===== config.mk =====
export PLATFORM = sky130hd
export DESIGN_NAME = enc_quad_decoder
export DESIGN_NICKNAME = d
export VERILOG_FILES = /design/src/rtl/enc_pkg.sv /design/src/rtl/enc_quad_channel.sv /design/src/rtl/enc_quad_decoder.sv
export SDC_FILE = /design/constraint.sdc
export NUM_CORES = 1
export LEC_CHECK = 0
export ABC_CLOCK_PERIOD_IN_PS = 4950
export BUFFER_PORTS_ARGS = -buffer_cell sky130_fd_sc_hd__buf_2
export CORE_ASPECT_RATIO = 2
export CORE_UTILIZATION = 35
export CTS_CLUSTER_DIAMETER = 200
export CTS_CLUSTER_SIZE = 14
export DETAILED_ROUTE_END_ITERATION = 8
export SLEW_MARGIN = 25
export SYNTH_ARGS = -nofsm -noshare
export SYNTH_HDL_FRONTEND = slang
export SYNTH_SLANG_ARGS = --single-unit

===== constraint.sdc =====
create_clock -name clk -period 4.95 [get_ports clk]
set_input_delay 0 -clock clk [delete_from_list [all_inputs] [get_ports clk]]
set_output_delay 0 -clock clk [all_outputs]
set_load 0.005 [all_outputs]

===== src/rtl/enc_pkg.sv =====
// Shared encodings for the quadrature decoder: decode modes, Gray states of
// {A,B}, direction polarity and a Gray-to-phase helper.
package enc_pkg;

    typedef enum logic [1:0] {
        ENC_MODE_1X = 2'b00,
        ENC_MODE_2X = 2'b01,
        ENC_MODE_4X = 2'b10
    } enc_mode_e;

    localparam logic [1:0] ENC_AB_00 = 2'b00;
    localparam logic [1:0] ENC_AB_10 = 2'b10;
    localparam logic [1:0] ENC_AB_11 = 2'b11;
    localparam logic [1:0] ENC_AB_01 = 2'b01;

    localparam logic ENC_DIR_FWD = 1'b1;
    localparam logic ENC_DIR_REV = 1'b0;

    // Phase index along the forward sequence 00->10->11->01, so a forward
    // step is always a +1 (mod 4) difference in phase.
    function automatic logic [1:0] enc_phase(input logic [1:0] ab);
        logic [1:0] ph;
        case (ab)
            ENC_AB_00: ph = 2'd0;
            ENC_AB_10: ph = 2'd1;
            ENC_AB_11: ph = 2'd2;
            default:   ph = 2'd3;
        endcase
        return ph;
    endfunction

endpackage


===== src/rtl/enc_quad_channel.sv =====
// One encoder channel: 2-FF synchronisers, per-input glitch filters, the
// quadrature decoder and the position / revolution counters.
module enc_quad_channel
    import enc_pkg::*;
#(
    parameter int CNT_W    = 16,
    parameter int CIR_W    = 16,
    parameter int FILT_LEN = 4
) (
    input  logic             clk,
    input  logic             rst,
    input  logic             enc_a,
    input  logic             enc_b,
    input  logic             enc_z,
    input  logic [1:0]       mode,
    input  logic [CNT_W-1:0] cpr,
    input  logic             zero_en,
    input  logic             clr,
    output logic [CNT_W-1:0] pos,
    output logic [CIR_W-1:0] cir,
    output logic             dir,
    output logic             step,
    output logic             idx,
    output logic             err
);

    localparam int             FCW       = $clog2(FILT_LEN + 1);
    localparam logic [FCW-1:0] FCNT_LAST = FCW'(FILT_LEN - 1);

    // Bit order in the sync/filter vectors: {Z, A, B}.
    logic [2:0]       r_sync1;
    logic [2:0]       r_sync2;
    logic [2:0]       r_filt;
    logic [FCW-1:0]   r_fcnt [3];
    logic [1:0]       r_prev_ab;
    logic             r_prev_z;
    logic [CNT_W-1:0] r_pos;
    logic [CIR_W-1:0] r_cir;
    logic             r_dir;
    logic             r_step;
    logic             r_idx;
    logic             r_err;

    logic [1:0]       w_ab;
    logic [1:0]       w_chg;
    logic [1:0]       w_delta;
    logic             w_valid;
    logic             w_illegal;
    logic             w_fwd;
    logic             w_qual;
    logic             w_z_rise;
    logic             w_zero;
    logic [CNT_W-1:0] w_cpr_last;
    logic [CNT_W-1:0] w_pos_nxt;
    logic [CIR_W-1:0] w_cir_nxt;

    always_ff @(posedge clk or posedge rst) begin
        if (rst) begin
            r_sync1 <= '0;
            r_sync2 <= '0;
        end else begin
            r_sync1 <= {enc_z, enc_a, enc_b};
            r_sync2 <= r_sync1;
        end
    end

    // A filtered level flips only after FILT_LEN consecutive disagreeing
    // samples; any agreeing sample restarts the run.
    always_ff @(posedge clk or posedge rst) begin
        if (rst) begin
            r_filt <= '0;
            for (int i = 0; i < 3; i++) r_fcnt[i] <= '0;
        end else begin
            for (int i = 0; i < 3; i++) begin
                if (r_sync2[i] != r_filt[i]) begin
                    if (r_fcnt[i] == FCNT_LAST) begin
                        r_filt[i] <= r_sync2[i];
                        r_fcnt[i] <= '0;
                    end else begin
                        r_fcnt[i] <= r_fcnt[i] + 1'b1;
                    end
                end else begin
                    r_fcnt[i] <= '0;
                end
            end
        end
    end

    assign w_ab       = r_filt[1:0];
    assign w_chg      = w_ab ^ r_prev_ab;
    assign w_valid    = ^w_chg;
    assign w_illegal  = &w_chg;
    assign w_delta    = enc_phase(w_ab) - enc_phase(r_prev_ab);
    assign w_fwd      = (w_delta == 2'd1);
    assign w_z_rise   = r_filt[2] & ~r_prev_z;
    assign w_zero     = w_z_rise & zero_en;
    assign w_cpr_last = cpr - 1'b1;

    always_comb begin
        w_qual = 1'b0;
        case (mode)
            ENC_MODE_1X: w_qual = w_valid & w_chg[1] & ~w_ab[0];
            ENC_MODE_2X: w_qual = w_valid & w_chg[1];
            ENC_MODE_4X: w_qual = w_valid;
            default:     w_qual = w_valid;
        endcase
    end

    // A position at or beyond cpr-1 (cpr may have been lowered) wraps to 0
    // going forward; going backward it simply decrements.
    always_comb begin
        w_pos_nxt = r_pos;
        w_cir_nxt = r_cir;
        if (w_qual) begin
            if (w_fwd) begin
                if (r_pos >= w_cpr_last) begin
                    w_pos_nxt = '0;
                    w_cir_nxt = r_cir + CIR_W'(1);
                end else begin
                    w_pos_nxt = r_pos + CNT_W'(1);
                end
            end else begin
                if (r_pos == '0) begin
                    w_pos_nxt = w_cpr_last;
                    w_cir_nxt = r_cir - CIR_W'(1);
                end else begin
                    w_pos_nxt = r_pos - CNT_W'(1);
                end
            end
        end
    end

    always_ff @(posedge clk or posedge rst) begin
        if (rst) begin
            r_prev_ab <= ENC_AB_00;
            r_prev_z  <= 1'b0;
            r_pos     <= '0;
            r_cir     <= '0;
            r_dir     <= 1'b0;
            r_step    <= 1'b0;
            r_idx     <= 1'b0;
            r_err     <= 1'b0;
        end else begin
            r_prev_ab <= w_ab;
            r_prev_z  <= r_filt[2];
            r_step    <= w_qual;
            r_idx     <= w_z_rise;
            if (w_qual) r_dir <= w_fwd ? ENC_DIR_FWD : ENC_DIR_REV;
            if (clr) begin
                r_pos <= '0;
                r_cir <= '0;
                r_err <= 1'b0;
            end else begin
                if (w_illegal) r_err <= 1'b1;
                if (w_zero) begin
                    r_pos <= '0;
                end else begin
                    r_pos <= w_pos_nxt;
                    r_cir <= w_cir_nxt;
                end
            end
        end
    end

    assign pos  = r_pos;
    assign cir  = r_cir;
    assign dir  = r_dir;
    assign step = r_step;
    assign idx  = r_idx;
    assign err  = r_err;

endmodule


===== src/rtl/enc_quad_decoder.sv =====
// Multi-channel quadrature decoder: one enc_quad_channel per encoder, with the
// per-channel results packed into flat output buses.
module enc_quad_decoder
    import enc_pkg::*;
#(
    parameter int CH_NUM   = 2,
    parameter int CNT_W    = 16,
    parameter int CIR_W    = 16,
    parameter int FILT_LEN = 4
) (
    input  logic                    clk,
    input  logic                    rst,
    input  logic [CH_NUM-1:0]       enc_a,
    input  logic [CH_NUM-1:0]       enc_b,
    input  logic [CH_NUM-1:0]       enc_z,
    input  logic [1:0]              mode,
    input  logic [CNT_W-1:0]        cpr,
    input  logic                    zero_en,
    input  logic                    clr,
    output logic [CH_NUM*CNT_W-1:0] pos,
    output logic [CH_NUM*CIR_W-1:0] cir,
    output logic [CH_NUM-1:0]       dir,
    output logic [CH_NUM-1:0]       step,
    output logic [CH_NUM-1:0]       idx,
    output logic [CH_NUM-1:0]       err
);

    for (genvar g = 0; g < CH_NUM; g++) begin : g_ch
        enc_quad_channel #(
            .CNT_W    (CNT_W),
            .CIR_W    (CIR_W),
            .FILT_LEN (FILT_LEN)
        ) u_ch (
            .clk     (clk),
            .rst     (rst),
            .enc_a   (enc_a[g]),
            .enc_b   (enc_b[g]),
            .enc_z   (enc_z[g]),
            .mode    (mode),
            .cpr     (cpr),
            .zero_en (zero_en),
            .clr     (clr),
            .pos     (pos[g*CNT_W +: CNT_W]),
            .cir     (cir[g*CIR_W +: CIR_W]),
            .dir     (dir[g]),
            .step    (step[g]),
            .idx     (idx[g]),
            .err     (err[g])
        );
    end

endmodule


---- Word level (Yosys, flattened, before mapping) ----
Cells that the tools add are included.
word-level totals
  bits of input ports ..................... 28
  register bits ........................... 114
operators by class
  $add $sub $neg .......................... 17
  bitwise gates (word level) .............. 14
  equality and inequality tests ........... 27
  magnitude comparators ................... 2
  reduce and logical (&&, ||, !) cells .... 27
  multiplexer cells ....................... 48
operators with widths
  kind                   number
  $mux 16                24
  $sub 16x1->16 const B  5
  $add 16x1->16 const B  4
  $mux 3                 12
  $ge 16x16->1           2
  $logic_not 16->1       2
  $pmux 2 s3             4
  $add 3x1->3 const B    6
  $eq 3x2->1 const B     6
  $eq 2x2->1 const B     8
  $reduce_and 2->1       8
  $reduce_bool 3->1      4
  $logic_not 2->1        5
  $and 1x1->1            8
  $reduce_and 4->1       2
  $reduce_bool 2->1      4
  $eq 2x1->1 const B     3
  $mux 1                 6
  $ne 1x1->1             6
  $ne 3x3->1 const B     2
  $ne 2x2->1 const B     2
  $not 1->1              4
  $pmux 1 s2             2
  $reduce_xor 2->1       2
  other kinds (2)        4

---- Longest topological paths before layout ----
  depth in word-level cells ............... 8
  gate-level depth with buffers ........... 18
  depth with buffers taken out ............ 14

---- Hierarchy ----
From an unflattened synthesis, not the netlist that was laid out.
unflattened totals
  cell total of the unflattened synthesis .. 1041
  area, all modules ....................... 8992.4 um2
by module, submodules not included
  module                            instances  sequential area each (um2)  cells an instance  area each (um2)
  enc_quad_channel at g_ch[1].u_ch  1          1426.4                      524                4496.8
  enc_quad_channel at g_ch[0].u_ch  1          1426.4                      517                4495.6

---- Least setup slack after synthesis ----
No wires, ideal clock.
  path type ............................... reg2reg
  start ................................... register g_ch[1].u_ch.r_filt[0]
  end ..................................... register g_ch[1].u_ch.r_cir[14]
  path slack .............................. 0.937 ns
  data required time ...................... 4.840 ns
  data arrival time ....................... 3.903 ns
  period minus slack after synthesis ...... 4.013 ns
  library setup time ...................... 0.110 ns
  stages on the path, launching flop included .. 17
  buffers on the path ..................... 3
  cells stage by stage .................... dfrtp_1 clkbuf_1 xnor2_1 ha_1 xor3_1 or2_2 clkbuf_1 clkbuf_1 ha_1 nor2b_1 o21a_1 o21ai_0 a21oi_1 a311o_1 a2111oi_0 nor3b_1 o41ai_1
between the ends
  cells in the longest elaborated chain, start to end .. 8
  elaborated cells between the ends (all ways) .. 20
  those cells by class .................... add/sub: 1; eq/ne: 4; mux: 6; bitwise: 4; reduce/logical: 5
RTL lines
  element                                        line                     text
  start: declaration                             enc_quad_channel.sv:33   logic [2:0] r_filt;
  start signal: indexed assignment               enc_quad_channel.sv:77   r_filt[i] <= r_sync2[i];
  $eq 2x2->1 or $logic_not 2->1 (tied branches)  enc_pkg.sv:23            case (ab)
  $pmux 2 s3                                     enc_pkg.sv:23
  $sub 2x2->2                                    enc_quad_channel.sv:93   assign w_delta = enc_phase(w_ab) - enc_phase(r_prev_ab);
  $eq 2x1->1                                     enc_quad_channel.sv:94   assign w_fwd = (w_delta == 2'd1);
  $mux 16                                        enc_quad_channel.sv:115  if (w_fwd) begin
  $mux 16                                        enc_quad_channel.sv:114  if (w_qual) begin
  $mux 16                                        enc_quad_channel.sv:155  if (w_zero) begin
  $mux 16                                        enc_quad_channel.sv:149  if (clr) begin
  end signal: assignment                         enc_quad_channel.sv:159  r_cir <= w_cir_nxt;
  end: declaration                               enc_quad_channel.sv:38   logic [CIR_W-1:0] r_cir;
Several ways; a longest one is shown, not always the timed one. The select of a mux whose other input is x is not followed.
A chain may end at the register's enable or synchronous reset.

---- Worst setup path after layout ----
  start ................................... input cpr[0]
  end ..................................... register g_ch[1].u_ch.r_pos[5]
between the ends
  cells in the longest elaborated chain, start to end .. 7
  elaborated cells between the ends (all ways) .. 8
  those cells by class .................... add/sub: 1; order compare: 1; mux: 6
RTL lines
  element                 line                     text
  start: declaration      enc_quad_decoder.sv:17   input logic [CNT_W-1:0] cpr,
  $sub 16x1->16 (*)       enc_quad_channel.sv:97   assign w_cpr_last = cpr - 1'b1;
  $ge 16x16->1            enc_quad_channel.sv:116  if (r_pos >= w_cpr_last) begin
  $mux 16                 enc_quad_channel.sv:116
  $mux 16 (*)             enc_quad_channel.sv:115
  $mux 16 (*)             enc_quad_channel.sv:114
  $mux 16 (*)             enc_quad_channel.sv:155
  $mux 16 (*)             enc_quad_channel.sv:149
  end signal: assignment  enc_quad_channel.sv:158  r_pos <= w_pos_nxt;
  end: declaration        enc_quad_channel.sv:37   logic [CNT_W-1:0] r_pos;
Every way passes the cells marked *; elsewhere a longest branch is shown, timed or not. The select of a mux whose other input is x is not followed.

==> impl_metrics.tcl <==
set metrics [dict create \
    status "complete, no violations" \
    critical_path_class "in2reg" \
    die_w_um 114 \
    cts_tree "done" \
    finalClockSkew_ns 0.0120 \
    cts.clk_slew.worst_paths_ns 0.06 \
    ys_types 86 \
    synthFlopType "dfrtp_1" \
    numPortBuffers 99 \
    htreeDepth 4 \
    firstDrtPassIters 5 \
    r2r_start "g_ch[1].u_ch.r_filt[0]$_DFFE_PP0P_" \
    worstPathArrival_ns 4.39 \
    gr-total-overflow 0 \
    drt_wl_total_um 27400 \
    dpl.hpwl_um 20300 \
    required_ns 5.26 \
    core-area_um2 24500 \
    fin_crit_ns 4.08 \
    avgRoutedWirePerCell_um 18.7 \
    final-setup-viol-count 0 \
    ys_warn_count 0 \
    crit_fanout 15 \
    ys_async_sr_fraction 1.00 \
    grt_max_degree 64 \
    min-delay-path-class "in2reg" \
    hold_viol 0 \
    tightestPinTransition_ns 0.998 \
    first_iter_violations 436 \
    fin_crit_sh 0.824 \
    groute.usage.overall 0.220 \
    antenna_found_initial 1 \
    relSlewSlack 0.332 \
    syn_area_per_cell_um2 8.60 \
    clock_sinks 114 \
    drc_errors 0 \
    synth_seq_cells 114 \
    root_buffer "clkbuf_16" \
    timing.rr.end "g_ch[1].u_ch.cir[14]$_DFFE_PP0P_" \
    cap_violations 0 \
    grt_pass1_vias 8362 \
    crit_start "cpr[0]" \
    seq_area_frac_synth 0.324 \
    min-delay-start "zero_en" \
    rows 81 \
    ff2ff_setup_slack_ns 0.97 \
    endpoint_kind "flip-flop" \
    cts_buffers 17 \
    start_kind "input pin" \
    clk_path_buf_depth 2 \
    min_path_cells 4 \
    n_antenna_cell 0 \
    nNetsFinal 1221 \
    die_h_um 226 \
    reg2regPathDepth 15 \
    antenna_left 0 \
    cts_setup_buffers 0 \
    fin_tns_setup_ns 0 \
    initial_core_util 0.359 \
    clk_latency_ns 0.43 \
    slew_violations 0 \
    area_growth_pct 16.2 \
    final_area_um2 10200 \
    hold_end "g_ch[0].u_ch.pos[15]$_DFFE_PP0P_" \
    gp_congestion 0.884 \
    ios 100 \
    vias 8371 \
    syn_area_um2 8800 \
    syn-num-nets 1128 \
    syn_inst 1023 \
    placed_area_um2 9600 \
    die_area_um2 25800 \
    synth-edff-count 0 \
    grt_pass1_wl_um 43600 \
    fmax_mhz 245 \
    fillCellCount 2557 \
    rsz0062_at_grt "no" \
    drive_above_1_share 0.153 \
    via_per_inst 5.73 \
]
synth_stat cells, drive strengths merged (7+ instances only):
cell type	count	area (um2)
a31oi	13	87.6
clkbuf	33	124
nand3	38	190
buf	19	125
xnor2	31	272
dfrtp	114	2850
nand2	80	303
a21oi	81	405
nor2b	23	144
o31a	9	78.8
inv	41	154
nand4	11	68.8
nor2	74	278
nor3	35	175
a21o	8	60.1
or3	21	131
nor4	10	83.8
o21ai	79	403
a22o	12	105
o211ai	10	75.1
or4	7	56.3
xor2	29	254
and3	14	87.6
o22ai	18	113
o21a	13	97.6
nor3b	14	121
ha	75	938
nand2b	7	43.8
worst max path at each step:
stage	endpoint
6_report	g_ch[1].u_ch.pos[5]$_DFFE_PP0P_
5_1_grt	g_ch[1].u_ch.cir[14]$_DFFE_PP0P_
4_1_cts	g_ch[1].u_ch.cir[14]$_DFFE_PP0P_
3_5_place_dp	g_ch[1].u_ch.cir[15]$_DFFE_PP0P_
3_3_place_gp	g_ch[0].u_ch.cir[6]$_DFFE_PP0P_
2_1_floorplan	g_ch[1].u_ch.cir[14]$_DFFE_PP0P_
flip-flops by register name (all words and copies together), names as in the netlist:
| register | cells |
|---|---|
| g_ch.u_ch.r_sync2 | 6 |
| g_ch.u_ch.pos | 32 |
| g_ch.u_ch.dir | 2 |
| g_ch.u_ch.cir | 32 |
| g_ch.u_ch.step | 2 |
| g_ch.u_ch.r_sync1 | 6 |
| g_ch.u_ch.r_prev_z | 2 |
| g_ch.u_ch.r_prev_ab | 4 |
| g_ch.u_ch.err | 2 |
| g_ch.u_ch.idx | 2 |
| g_ch.u_ch.r_filt | 6 |
| g_ch.u_ch.r_fcnt | 18 |
cell families after synthesis:
family | after synthesis | share of synthesized area
AO/OA/AOI/OAI | 315 | 0.236
multiplexers | 8 | 0.00995
adder cells (fa/ha/maj) | 77 | 0.111
AND/OR/NAND/NOR | 355 | 0.210
buffers and inverters | 93 | 0.0458
XOR/XNOR | 61 | 0.0624
flip-flops | 114 | 0.324
worst max-delay path: stages:
cell and delay (ns):
dlygate4sd3_1 0.54, buf_2 0.18, or4_1 0.58, nor2_1 0.21, nand3_1 0.12, xnor2_1 0.52, inv_1 0.15, ha_1 0.33
and3_1 0.21, o211ai_1 0.12, a21o_1 0.20, a211o_1 0.30, a31oi_2 0.38, nor3b_4 0.19, a221o_1 0.36
cell usage in the layout, fill, tap and decap left out, types with 13 or more instances in the layout:
cell type  count
inv_1         40
xor2_1        29
nor2_1        74
or3_1         21
dfrtp_1      114
o21ai_0       76
buf_2         99
nor3_1        35
nand3_1       38
nand2_1       79
and3_1        14
nor2b_1       23
clkbuf_16     17
o22ai_1       18
o21a_1        13
buf_4         18
ha_1          75
a21oi_1       81
xnor2_1       31
area by class of cell:
cell class	count	area (um2)	area share
inverter	41	156	0.0153
tap	332	415	0.0406
timing repair buffer	126	721	0.0705
clock buffer	21	450	0.0441
multi-input combinational	816	5550	0.542
sequential	114	2850	0.279
clock inverter	11	82.6	0.00808
what timing repair did:
action                    4_1_cts  5_1_grt
gates resized for setup         0        0
hold buffers                    9        0
hold endpoints to repair       59        0
metrics by stage:
| step | setup slack [ns] | util | instances | hold slack [ns] |
|---|---|---|---|---|
| 5_1_grt | 0.581 | 0.417 | 1461 | 0.0851 |
| 6_report | 0.869 | 0.417 | 1461 | 0.0358 |
| 3_3_place_gp | 0.731 | 0.391 | 1420 | 0.109 |
| 4_1_cts | 0.913 | 0.417 | 1461 | 0.0307 |
| 2_1_floorplan | 0.937 | - | 1023 | 0.0314 |
| 3_5_place_dp | 0.732 | 0.391 | 1420 | 0.109 |
routing by layer:
layer	track usage	up-vias	share of wire
met3	0.0388	95	0.043
met1	0.224	4022	0.36
met4	0.186	2	0.079
met5	0	-	0.00040
li1	-	3980	-
met2	0.385	272	0.52
Power is not shown: default switching activity piles up to over one toggle a cycle in this logic, so the estimate is an artifact.
